[config.mk]
export PLATFORM = sky130hd
export DESIGN_NAME = pipe_norm_shift
export DESIGN_NICKNAME = d
export VERILOG_FILES = /design/src/rtl/pipe_norm_shift.sv
export SDC_FILE = /design/constraint.sdc
export NUM_CORES = 1
export LEC_CHECK = 0
export BUFFER_PORTS_ARGS = -buffer_cell sky130_fd_sc_hd__buf_2
export CAP_MARGIN = 5
export CORE_ASPECT_RATIO = 1.1
export CORE_MARGIN = 2
export CORE_UTILIZATION = 55
export CTS_CLUSTER_SIZE = 24
export DETAILED_ROUTE_END_ITERATION = 16
export MAX_ROUTING_LAYER = met4
export PLACE_DENSITY = 0.75
export SLEW_MARGIN = 20
export SYNTH_ARGS = -nofsm -noshare
export SYNTH_HDL_FRONTEND = slang
export SYNTH_SLANG_ARGS = --single-unit
[constraint.sdc]
create_clock -name clk -period 3.7 [get_ports clk]
set_input_delay 0.37 -clock clk [delete_from_list [all_inputs] [get_ports clk]]
set_output_delay 0.37 -clock clk [all_outputs]
set_load 0.02 [all_outputs]
[src/rtl/pipe_norm_shift.sv]
// Normalisation stage behind the pipelined LZC: delay-matches the operand to the count,
// then shifts the mantissa up to the hidden bit and adjusts the biased exponent.
module pipe_norm_shift #(
  parameter int SIZE     = 64,
  parameter int OUT_SIZE = $clog2(SIZE + 1),
  parameter int EXP_W    = 11,
  parameter int LZC_LAT  = 3,
  parameter int SPLIT    = 3
) (
  input  logic                clk,
  input  logic                rst_n,
  input  logic                in_valid,
  input  logic [SIZE-1:0]     in_mant,
  input  logic [EXP_W-1:0]    in_exp,
  input  logic                in_sign,
  input  logic [OUT_SIZE-1:0] lzc_cnt,
  output logic                out_valid,
  output logic [SIZE-1:0]     out_mant,
  output logic [EXP_W-1:0]    out_exp,
  output logic                out_sign,
  output logic                out_zero,
  output logic                out_denorm
);

  // Side-band fields that ride unchanged alongside the two shift stages.
  typedef struct packed {
    logic             valid;
    logic [EXP_W-1:0] exp;
    logic             sign;
    logic             zero;
    logic             denorm;
  } side_t;

  logic [LZC_LAT-1:0] dl_valid_q;
  logic [SIZE-1:0]    dl_mant_q [LZC_LAT];
  logic [EXP_W-1:0]   dl_exp_q  [LZC_LAT];
  logic [LZC_LAT-1:0] dl_sign_q;

  // NOTE: the delay-line data is reset along with the valids so a reset leaves no stale
  // operands anywhere in the pipe; use <= throughout so every stage samples pre-edge values.
  always_ff @(posedge clk or negedge rst_n) begin
    if (!rst_n) begin
      dl_valid_q <= '0;
      dl_sign_q  <= '0;
      for (int i = 0; i < LZC_LAT; i++) begin
        dl_mant_q[i] <= '0;
        dl_exp_q[i]  <= '0;
      end
    end else begin
      dl_valid_q[0] <= in_valid;
      dl_mant_q[0]  <= in_mant;
      dl_exp_q[0]   <= in_exp;
      dl_sign_q[0]  <= in_sign;
      for (int i = 1; i < LZC_LAT; i++) begin
        dl_valid_q[i] <= dl_valid_q[i-1];
        dl_mant_q[i]  <= dl_mant_q[i-1];
        dl_exp_q[i]   <= dl_exp_q[i-1];
        dl_sign_q[i]  <= dl_sign_q[i-1];
      end
    end
  end

  logic [SIZE-1:0]  d_mant;
  logic [EXP_W-1:0] d_exp;
  logic [EXP_W-1:0] cnt_ext;

  assign d_mant  = dl_mant_q[LZC_LAT-1];
  assign d_exp   = dl_exp_q[LZC_LAT-1];
  assign cnt_ext = EXP_W'(lzc_cnt);

  side_t               s1_side_d, s1_side_q;
  logic [SIZE-1:0]     s1_mant_d, s1_mant_q;
  logic [OUT_SIZE-1:0] s1_shamt_d, s1_shamt_q;

  // Strict greater-than keeps the normal-path exponent at 1 or above; otherwise the shift
  // stops where the exponent would reach 1 and the result is flagged denormal.
  // NOTE: every output of this block is given a default first so no path infers a latch.
  always_comb begin
    s1_side_d.valid  = dl_valid_q[LZC_LAT-1];
    s1_side_d.sign   = dl_sign_q[LZC_LAT-1];
    s1_side_d.exp    = '0;
    s1_side_d.zero   = 1'b0;
    s1_side_d.denorm = 1'b0;
    s1_mant_d        = d_mant;
    s1_shamt_d       = '0;
    if (lzc_cnt == OUT_SIZE'(SIZE)) begin
      s1_side_d.zero = 1'b1;
      s1_mant_d      = '0;
    end else if (d_exp > cnt_ext) begin
      s1_shamt_d    = lzc_cnt;
      s1_side_d.exp = d_exp - cnt_ext;
    end else begin
      s1_side_d.denorm = 1'b1;
      s1_shamt_d       = (d_exp == '0) ? '0 : OUT_SIZE'(d_exp - EXP_W'(1));
    end
  end

  side_t            s2_side_q, s3_side_q;
  logic [SIZE-1:0]  s2_mant_d, s2_mant_q, s3_mant_d, s3_mant_q;
  logic [SPLIT-1:0] s2_fine_q;

  // Coarse shift by whole multiples of 2^SPLIT, then the fine remainder.
  assign s2_mant_d = s1_mant_q << {s1_shamt_q[OUT_SIZE-1:SPLIT], {SPLIT{1'b0}}};
  assign s3_mant_d = s2_mant_q << s2_fine_q;

  always_ff @(posedge clk or negedge rst_n) begin
    if (!rst_n) begin
      s1_side_q  <= '0;
      s1_mant_q  <= '0;
      s1_shamt_q <= '0;
      s2_side_q  <= '0;
      s2_mant_q  <= '0;
      s2_fine_q  <= '0;
      s3_side_q  <= '0;
      s3_mant_q  <= '0;
    end else begin
      s1_side_q  <= s1_side_d;
      s1_mant_q  <= s1_mant_d;
      s1_shamt_q <= s1_shamt_d;
      s2_side_q  <= s1_side_q;
      s2_mant_q  <= s2_mant_d;
      s2_fine_q  <= s1_shamt_q[SPLIT-1:0];
      s3_side_q  <= s2_side_q;
      s3_mant_q  <= s3_mant_d;
    end
  end

  assign out_valid  = s3_side_q.valid;
  assign out_mant   = s3_mant_q;
  assign out_exp    = s3_side_q.exp;
  assign out_sign   = s3_side_q.sign;
  assign out_zero   = s3_side_q.zero;
  assign out_denorm = s3_side_q.denorm;

endmodule

==> impl_metrics.ini <==
[status]
status = finished, final reports clean

[critical_path]
cp-end-kind = flip-flop
max_stage_delay_ns = 0.70
crit_path_max_fanout = 8
start_kind = flip-flop
crit_required_ns = 4.14
crit_path_cell_trace = ha_1 -> a21o_1 -> a31o_2 -> or4_1 -> nand2_4 -> mux2_2
arrival_ns = 3.10
reg2reg_slack_ns = 1.04
worst-setup-path-type = reg2reg
cp_slowest_cell = or4_1
r2r_cells = 6

[synthesis]
syn-cell-area_um2 = 17000
yosysWarnings = 0
post_synth.cell_area_avg_um2 = 15.3
synth_nets = 1205
ys_ff_latch = 478
synthFlopType = dfrtp_1
ys_types = 55
synthArstFlopShare = 1.00
yosysSeqAreaShare = 0.703
synth_edf_count = 0
syn-instance-count = 1110

[global_routing]
grt_max_degree = 111
gr-total-overflow = 0
antenna_found_initial = 0
grt_pass1_wl_um = 54800
gr-usage-all-layers = 0.229
grt_pass1_vias = 9777

[sta]
finalCritPeriodShare = 0.719
whs_ns = 0.0889
slew_viol_final = 0
hold_viol = 0
worst_slack_ns = 1.04
setup_violations = 0
period_needed_ns = 2.66
rsz0062_at_grt = false
relSlewSlack = 0.278
fmax_ghz = 0.376
setup_tns_ns = 0
worstMarginPinSlew_ns = 1.08
clock_skew_ns = 0.0141

[finish]
n_antenna_cell = 0
layout_commonest_cell = dfrtp_1
drive_above_1_share = 0.282
instances_no_fill = 1806
nNetsFinal = 1454
final_util = 0.676
mostFrequentLayoutCells = dfrtp_1 (475), buf_2 (163), mux2i_1 (89)
final_area_um2 = 20600
area_growth_pct = 21.1

[placed_design]
placedCellCount = 1648
dpl.hpwl_um = 22100
placed_cell_area_um2 = 18300
place_worst_setup_slack_ns = 0.975
gp_congestion = 0.975
portBuffers = 164

[floorplanning]
core_area_um2 = 30500
start_util = 0.558
io_pins = 165
row_count = 67
die_w_um = 172
fp.dieH_um = 189
fp.dieArea_um2 = 32400

[power]
p_total_mw = 11.6
ir_worst_vdd_v = 0.000481
p_per_area_nw_per_um2 = 565
p_leak_nw = 9.72

[worst_hold_path]
hold_depth = 2
hp-class = in2reg

[clocking]
cts-root-buf = clkbuf_16
clkSinkCount = 478
cts.repair.resized = 0
cts_tree = yes
postCtsHoldBufs = 78
htreeDepth = 2
cts_max_path_buffers = 3
post-cts-setup-buffer-count = 0
clkLatencyLatePin_ns = 0.56
cts_buffers = 45
clk_pin_slew_ns = 0.07

[detailed_routing]
drc_errors = 0
drt.antenna.violating_nets = 0
drt_first_iter_violations = 703
wirelength_um = 34000
firstDrtPassIters = 5
wl_per_cell_um = 18.8
vias = 9356
vias_per_cell = 5.18

[job]
maxCapViolations = 0
[routing by layer]
metal,track usage,up-vias,part of all wire
li1,-,4312,-
met5,-,-,0
met4,0.0747,0,0.031
met2,0.371,312,0.50
met3,0.0336,77,0.045
met1,0.304,4655,0.42
[layout make-up]
| type | count | area (µm²) |
|---|---|---|
| clock buffers | 55 | 1230 |
| clock inverters | 25 | 297 |
| fillers | 2128 | 9900 |
| inverters | 13 | 48.8 |
| multi-input cells | 562 | 4760 |
| flip-flops and latches | 478 | 12000 |
| well taps | 414 | 518 |
| repair buffers | 259 | 1790 |
[cells by family (layout without fill, tap and decap cells)]
logic type / after synthesis / count (layout) / synth area share
compound gates: 107 / 107 / 0.0398
xor+xnor: 10 / 10 / 0.00514
fa+ha+maj: 9 / 9 / 0.00706
buf+inv: 70 / 352 / 0.0175
flops: 478 / 478 / 0.703
mux: 203 / 203 / 0.158
simple gates: 233 / 233 / 0.0697
[synthesized netlist by cell type, types with 7 or more instances]
master / number / area [µm²]
and2_1: 76 / 475
clkbuf_1: 28 / 105
nor3_1: 8 / 40.0
nand2_1: 36 / 135
buf_1: 8 / 30.0
nor2b_1: 12 / 75.1
buf_2: 19 / 95.1
a21oi_1: 41 / 205
mux2i_1: 89 / 891
mux4_2: 46 / 1040
o21ai_0: 18 / 90.1
dfrtp_1: 478 / 12000
o21a_1: 7 / 52.6
mux2_2: 68 / 766
ha_1: 8 / 100
inv_1: 10 / 37.5
nor2_1: 74 / 278
or2_2: 8 / 50.1
[registers in the layout, indices dropped and copies added (netlist names), 15 cells and up]
signal,cells
d_mant,64
dl_exp_q,22
dl_mant_q,128
out_mant,64
s1_mant_q,64
s1_side_q,15
s2_mant_q,64
s2_side_q,15
[report_power, final]
group | internal [mW] | switching (mW) | leakage [nW]
combinational | 0.517 | 0.665 | 3.16
clock | 2.75 | 1.95 | 0.747
sequential | 5.59 | 0.186 | 5.81
total | 8.85 | 2.80 | 9.72
[final timing paths]
| path | startpoint | end |
|---|---|---|
| worst min register to register | s2_side_q[14] | out_valid |
| min in group asynchronous | rst_n | dl_valid_q[1] |
| worst max-delay path | d_exp[4] | s1_shamt_q[5] |
| worst min-delay path | lzc_cnt[3] | s1_shamt_q[3] |
| max in group asynchronous | rst_n | d_mant[12] |
| worst max register to register | d_exp[4] | s1_shamt_q[5] |
[worst max-delay path, delay by kind of cell, from the launching register on]
family | cells | cell delay, ns
AO/OA/AOI/OAI | 2 | 0.48
adder cells (fa/ha/maj) | 1 | 0.38
flip-flops | 1 | 0.42
AND/OR/NAND/NOR | 2 | 0.91
multiplexers | 1 | 0.35
No activity file was read; power rests on OpenSTA's default activity.
